$ cat src/rtl/ir_key_ctrl.sv
// NEC IR keypad-entry controller: validates frames, maps keys, and edits a
// six-digit BCD entry that is committed to o_value with a one-cycle strobe.
module ir_key_ctrl #(
    parameter logic [7:0]  NEC_ADDR    = 8'h00,
    parameter logic [31:0] TIMEOUT_CYC = 32'd250_000_000,
    parameter logic [31:0] BLINK_CYC   = 32'd12_500_000
) (
    input  logic        clk,
    input  logic        rst,
    input  logic [31:0] i_frame,
    input  logic        i_frame_vld,
    output logic [23:0] o_disp_num,
    output logic [5:0]  o_disp_dp,
    output logic [23:0] o_value,
    output logic        o_value_vld,
    output logic        o_err,
    output logic        o_edit
);

    typedef enum logic [1:0] {
        ST_IDLE   = 2'd0,
        ST_EDIT   = 2'd1,
        ST_COMMIT = 2'd2
    } state_t;

    // Command codes of digits 0..9, digit 0 in the low byte.
    localparam logic [79:0] DIGIT_CMDS = {
        8'h4A, 8'h52, 8'h42, 8'h5A, 8'h1C, 8'h08, 8'h5E, 8'h18, 8'h0C, 8'h16
    };
    localparam logic [7:0] CMD_BACKSPACE = 8'h44;
    localparam logic [7:0] CMD_CLEAR     = 8'h43;
    localparam logic [7:0] CMD_ENTER     = 8'h40;

    state_t      state_reg, state_next;
    logic [23:0] entry_reg, entry_next;
    logic [2:0]  cnt_reg, cnt_next;
    logic [23:0] value_reg, value_next;
    logic        value_vld_reg, value_vld_next;
    logic        err_reg, err_next;
    logic [23:0] disp_num_reg, disp_num_next;
    logic [5:0]  disp_dp_reg, disp_dp_next;
    logic        edit_reg, edit_next;
    logic [31:0] to_cnt_reg, to_cnt_next;
    logic [31:0] blink_cnt_reg, blink_cnt_next;
    logic        cursor_next;

    logic [7:0] frame_addr, frame_addr_n, frame_cmd, frame_cmd_n;
    logic       frame_ok, key_vld, bad_frame;
    logic [9:0] digit_hit;
    logic       is_digit, is_bs, is_clr, is_ent;
    logic [3:0] digit_val;

    assign frame_addr   = i_frame[31:24];
    assign frame_addr_n = i_frame[23:16];
    assign frame_cmd    = i_frame[15:8];
    assign frame_cmd_n  = i_frame[7:0];

    assign frame_ok  = (frame_addr == NEC_ADDR) && (frame_addr_n == ~frame_addr)
                    && (frame_cmd_n == ~frame_cmd);
    assign key_vld   = i_frame_vld && frame_ok;
    assign bad_frame = i_frame_vld && !frame_ok;

    genvar gi;
    generate
        for (gi = 0; gi < 10; gi++) begin : g_digit_match
            assign digit_hit[gi] = (frame_cmd == DIGIT_CMDS[gi*8 +: 8]);
        end
    endgenerate

    always_comb begin
        digit_val = 4'h0;
        for (int i = 0; i < 10; i++) begin
            if (digit_hit[i]) begin
                digit_val = 4'(i);
            end
        end
    end

    assign is_digit = |digit_hit;
    assign is_bs    = (frame_cmd == CMD_BACKSPACE);
    assign is_clr   = (frame_cmd == CMD_CLEAR);
    assign is_ent   = (frame_cmd == CMD_ENTER);

    // State and datapath registers.
    always_ff @(posedge clk or posedge rst) begin
        if (rst) begin
            state_reg     <= ST_IDLE;
            entry_reg     <= 24'h0;
            cnt_reg       <= 3'd0;
            value_reg     <= 24'h0;
            value_vld_reg <= 1'b0;
            err_reg       <= 1'b0;
            disp_num_reg  <= 24'h0;
            disp_dp_reg   <= 6'h0;
            edit_reg      <= 1'b0;
            to_cnt_reg    <= 32'd0;
            blink_cnt_reg <= 32'd0;
        end else begin
            state_reg     <= state_next;
            entry_reg     <= entry_next;
            cnt_reg       <= cnt_next;
            value_reg     <= value_next;
            value_vld_reg <= value_vld_next;
            err_reg       <= err_next;
            disp_num_reg  <= disp_num_next;
            disp_dp_reg   <= disp_dp_next;
            edit_reg      <= edit_next;
            to_cnt_reg    <= to_cnt_next;
            blink_cnt_reg <= blink_cnt_next;
        end
    end

    always_comb begin
        state_next     = state_reg;
        entry_next     = entry_reg;
        cnt_next       = cnt_reg;
        value_next     = value_reg;
        value_vld_next = 1'b0;
        err_next       = 1'b0;
        to_cnt_next    = 32'd0;
        blink_cnt_next = 32'd0;
        cursor_next    = 1'b0;

        case (state_reg)
            ST_IDLE: begin
                err_next = bad_frame;
                if (key_vld) begin
                    if (is_digit) begin
                        entry_next  = {20'h0, digit_val};
                        cnt_next    = 3'd1;
                        state_next  = ST_EDIT;
                        cursor_next = 1'b1;
                    end else if (is_clr) begin
                        value_next     = 24'h0;
                        value_vld_next = 1'b1;
                    end
                end
            end

            ST_EDIT: begin
                err_next = bad_frame;
                if (blink_cnt_reg == BLINK_CYC - 32'd1) begin
                    blink_cnt_next = 32'd0;
                    cursor_next    = ~disp_dp_reg[0];
                end else begin
                    blink_cnt_next = blink_cnt_reg + 32'd1;
                    cursor_next    = disp_dp_reg[0];
                end

                // A valid key takes priority over a coincident expiry.
                to_cnt_next = to_cnt_reg + 32'd1;
                if (key_vld) begin
                    to_cnt_next = 32'd0;
                    if (is_digit) begin
                        if (cnt_reg == 3'd6) begin
                            err_next = 1'b1;
                        end else begin
                            entry_next = {entry_reg[19:0], digit_val};
                            cnt_next   = cnt_reg + 3'd1;
                        end
                    end else if (is_bs) begin
                        entry_next = {4'h0, entry_reg[23:4]};
                        cnt_next   = cnt_reg - 3'd1;
                        if (cnt_reg == 3'd1) begin
                            state_next = ST_IDLE;
                        end
                    end else if (is_clr) begin
                        state_next = ST_IDLE;
                        entry_next = 24'h0;
                        cnt_next   = 3'd0;
                    end else if (is_ent) begin
                        state_next     = ST_COMMIT;
                        value_next     = entry_reg;
                        value_vld_next = 1'b1;
                    end
                end else if (to_cnt_reg == TIMEOUT_CYC - 32'd1) begin
                    state_next = ST_IDLE;
                    entry_next = 24'h0;
                    cnt_next   = 3'd0;
                    err_next   = 1'b1;
                end
            end

            ST_COMMIT: begin
                state_next = ST_IDLE;
                entry_next = 24'h0;
                cnt_next   = 3'd0;
            end

            default: begin
                state_next = ST_IDLE;
                entry_next = 24'h0;
                cnt_next   = 3'd0;
            end
        endcase

        if (state_next != ST_EDIT) begin
            to_cnt_next    = 32'd0;
            blink_cnt_next = 32'd0;
            cursor_next    = 1'b0;
        end
    end

    // Display outputs are derived from next-state values so keys show after one edge.
    always_comb begin
        edit_next     = (state_next == ST_EDIT);
        disp_num_next = edit_next ? entry_next : value_next;
        disp_dp_next  = {5'b0, edit_next & cursor_next};
    end

    assign o_disp_num  = disp_num_reg;
    assign o_disp_dp   = disp_dp_reg;
    assign o_value     = value_reg;
    assign o_value_vld = value_vld_reg;
    assign o_err       = err_reg;
    assign o_edit      = edit_reg;

endmodule
$ cat config.mk
export PLATFORM = sky130hd
export DESIGN_NAME = ir_key_ctrl
export DESIGN_NICKNAME = d
export VERILOG_FILES = /design/src/rtl/ir_key_ctrl.sv
export SDC_FILE = /design/constraint.sdc
export NUM_CORES = 1
export LEC_CHECK = 0
export CAP_MARGIN = 20
export CELL_PAD_IN_SITES_DETAIL_PLACEMENT = 0
export CELL_PAD_IN_SITES_GLOBAL_PLACEMENT = 2
export CORE_AREA = 2 2 153 155
export CTS_BUF_LIST = sky130_fd_sc_hd__clkbuf_16
export DETAILED_ROUTE_END_ITERATION = 7
export DIE_AREA = 0 0 155 157
export PLACE_DENSITY = 0.91
export SETUP_SLACK_MARGIN = 0.4
export SYNTH_ARGS = -nofsm -noshare
export SYNTH_HDL_FRONTEND = slang
export SYNTH_SLANG_ARGS = --single-unit
$ cat constraint.sdc
create_clock -name clk -period 5.9 [get_ports clk]
set_clock_uncertainty 0.1 [all_clocks]
set_input_delay 0.59 -clock clk [delete_from_list [all_inputs] [get_ports clk]]
set_output_delay 0.59 -clock clk [all_outputs]
set_load 0.05 [all_outputs]
==> implementation parameters <==
Parameter                              Value

Timing
  Setup TNS Final ... 0 ps
  Tmin final ... roughly 4300 ps
  Transition at the pin with the smallest max-transition slack ... 986 ps
  Number of failing hold endpoints at the final stage ... 0
  Maximum clock frequency ... 230 MHz
  Setup repair after global routing missed its margin ... no
  Crit share post-route ... about three quarters
  Final max-slew violation count ... 0
  Worst slew margin ... about a third
  Count of endpoints failing setup in the final report ... 0

Clocking
  Clock buffers created by TritonCTS ... 17
  Clk root buf ... clkbuf_16
  Hold-fix buffers, CTS ... 0
  CTS Buffer Depth ... 2
  Post-cts repair resize count ... 0
  Reg clk slew, reported paths ... around 60 ps
  Skew-Pair Late Insertion Delay ... between 400 and 500 ps
  Setup fix buffers added after clock tree synthesis ... 0
  H-tree Lvls ... 4
  Clock tree from TritonCTS ... done
  Clock Sinks ... 145

Route
  Residual antenna-violating net count after detailed routing ... 0
  Final Routed Wirelength ... ~20 mm
  DRC viols ... 0
  Total via count in the routed design ... about 6,400
  Routed wire length per instance ... approximately 16 um
  DR pass1 iterations ... 5
  Number of violations reported at the end of detailed-routing iteration 0 ... roughly 400
  Avg Vias per Cell ... 5.24

Global routing
  Initial antenna violation count ... 0
  Total track usage ... between 10% and 20%
  Largest net degree at the start of global routing ... 96
  Via count of the first global-routing pass ... roughly 6,400
  Wire length of the first global-routing pass ... approximately 34 mm
  Remaining global-route overflow ... 0

Worst setup path
  Setup slack on the worst flop-to-flop path ... about 1600 ps
  Worst setup SP type ... register
  Maximum fanout count along the critical path ... 32
  Critical path class ... register to register
  Reg-to-Reg Start ... to_cnt_reg[0]
  Required time of the worst setup path ... 6100 ps
  Setup crit end kind ... register
  Reg2Reg Depth ... 11
  Worst reg2reg endpoint ... blink_cnt_reg[25]
  Arr. time, crit path ... 4540 ps

Cells and area
  Diodes inserted ... 0
  Combined area of the multi-input logic cells ... roughly 3900 sq um
  Final standard cell area without fillers ... ~9500 sq um
  Area occupied by registers ... 3630 sq um
  Number of filler instances in the final layout ... around 2,200
  Number of nets in the layout ... just under 1,000
  Layout cells sized above 1 ... approximately 7.9%
  Layout overhead on the synthesized area ... 20.9%

Min path
  Hold-critical path depth ... 1
  Hold crit path type ... register to register
  Launch instance of the worst min-delay path ... blink_cnt_reg[0]
  End point of the most critical hold path ... blink_cnt_reg[0]

Floorplanning
  Top-Level Pins ... between 90 and 100
  Die height ... about 160 um
  Starting Density ... 34.9%
  Die Footprint ... 24,300 sq um
  Site Rows ... between 50 and 60
  Core Area ... roughly 23,000 sq um
  Die Span X ... ~160 um

Logic synthesis
  EDFF count, synth ... 0
  FF+latch count, synth ... 145
  Area contributors post-synth ... dfrtp_1 46%, nand2_1 7.1%, nor2_1 5.4%, xnor2_1 4.1%, xor2_1 3.7%
  Synthesized cell area ... between 7000 and 8000 sq um
  Most area-hungry cell type in the Yosys netlist ... dfrtp_1
  Number of warning messages in the yosys log ... 0
  Instance count of the mapped netlist ... approximately 860
  Number of distinct library cells after synthesis ... approximately 70
  Sequential element share of the synthesized area ... between 40% and 50%
  Syn Area/Cell ... a little over 9 sq um
  Primary flip-flop cell chosen by synthesis mapping ... dfrtp_1
  Dominant cell by count in the synthesized netlist ... nand2_1
  Fraction of synthesized cell area taken by the top area cell type ... a little under half
  Most instantiated cells after synthesis ... 149 x nand2_1, 145 x dfrtp_1, 113 x nor2_1
  Asr flop ratio synth ... 100%

Placement
  Area after DPL ... about 9000 sq um
  Final GP Congestion ... 0.811
  Port Buffer Count ... 86
  Final HPWL DP ... between 10 and 15 mm

Power and ir drop
  Clock power frac ... between 50% and 60%
  Power share of the combinational group ... roughly 3.9%
  Cell internal pwr ... around 0.0017 W
  Leakage power ... 4.00 nW
  Largest vdd supply drop ... approximately 0.19 mV
  Switching pwr ... between 0.0004 and 0.0005 W
  Relative contribution of sequential cells to total power ... between 40% and 50%
  Total power density per cell area ... between 200 and 250 nW/um^2
  Switching power share of the total ... about a fifth

Status
  Run status ... complete, no violations

Flow run
  Total of max-cap violations ... 0
## worst max path at each step
stage	cells past startpoint	start	endpoint
floorplan	1	rst	blink_cnt_reg[0]
global placement	11	i_frame[10]	blink_cnt_reg[6]
detailed placement	11	i_frame[10]	blink_cnt_reg[18]
CTS	11	to_cnt_reg[0]	blink_cnt_reg[12]
global route	11	to_cnt_reg[0]	blink_cnt_reg[9]
finish	11	to_cnt_reg[0]	blink_cnt_reg[25]
## cells in the final DEF (no fill, tap or decap), types with 4 or more instances in the layout
master,n
nand2_1,149
dfrtp_1,145
nor2_1,113
clkdlybuf4s50_1,86
xnor2_1,37
xor2_1,33
nand3_1,33
a21oi_1,27
inv_1,21
nor3_1,18
a211oi_1,18
mux2_2,18
clkbuf_16,17
nand4_1,16
and3_1,16
nor3b_1,12
o21ai_0,11
a211o_1,9
nor4_1,9
a2bb2oi_1,9
a31oi_1,8
a21o_1,8
buf_4,8
or3_1,7
o21a_1,7
ha_1,6
conb_1,5
nor2b_1,4
or4_1,4
nand2b_1,4
and4_1,4
and2_1,4
o31ai_1,4
bufinv_16,4
## logic make-up after synthesis
| family | synth area share (%) |
|---|---|
| and+or+nand+nor | 25.8 |
| DFF | 46.2 |
| AOI/OAI and AO/OA | 12.1 |
| xor gates and xnor gates | 7.81 |
| buffers and inverters | 4.33 |
| muxes | 2.71 |
| adders and majority gates | 0.956 |
| other | 0.0478 |
## cell type report
class / instances / share of cell area [%]
multi-input combinational: 650 / 41.1
clock buffer: 17 / 4.48
timing repair buffer: 94 / 9.70
clock inverter: 13 / 1.79
sequential: 145 / 38.2
tap: 285 / 3.76
inverter: 22 / 0.923
## metrics by stage
stage | power [W] | cells | hold WS (ps) | utilization, % | setup WS [ps]
after floorplan | 0.00107 | 863 | 344 | - | 1320
after global placement | 0.00110 | 1196 | 370 | 39.5 | 1380
after detailed placement | 0.00110 | 1196 | 375 | 39.5 | 1250
after CTS | 0.00221 | 1226 | 384 | 42.2 | 1500
after global routing | 0.00226 | 1226 | 407 | 42.2 | 1270
final | 0.00219 | 1226 | 377 | 42.2 | 1560
## routing by layer
| metal | global-route usage [%] | up-vias | wire length [um] |
|---|---|---|---|
| met5 | 0 | - | 0 |
| met3 | 4.02 | 24 | 1110 |
| li1 | - | 3119 | - |
| met1 | 23.9 | 3119 | 9540 |
| met2 | 27.4 | 164 | 9230 |
| met4 | 4.76 | 0 | 284 |
## worst max-delay path: stages, from the launching register on
cell and delay [ps]:
dfrtp_1 390, ha_1 220, and4_1 230, nand3_1 180, or4_1 720, o21ai_4 690, o21ai_1 180, a21oi_2 570
buf_4 370, or3_1 140, buf_4 320, nor2_1 100
## power by group through the flow
stage | Combinational (W) | Clock, W | Sequential [W]
6_report | 0.0000861 | 0.00111 | 0.000995
3_3_place_gp | 0.0000877 | 0 | 0.00101
2_1_floorplan | 0.0000524 | 0 | 0.00101
5_1_grt | 0.0000954 | 0.00117 | 0.000994
3_5_place_dp | 0.0000883 | 0 | 0.00101
4_1_cts | 0.0000884 | 0.00113 | 0.000995
Power figures use the tool's default switching activity.
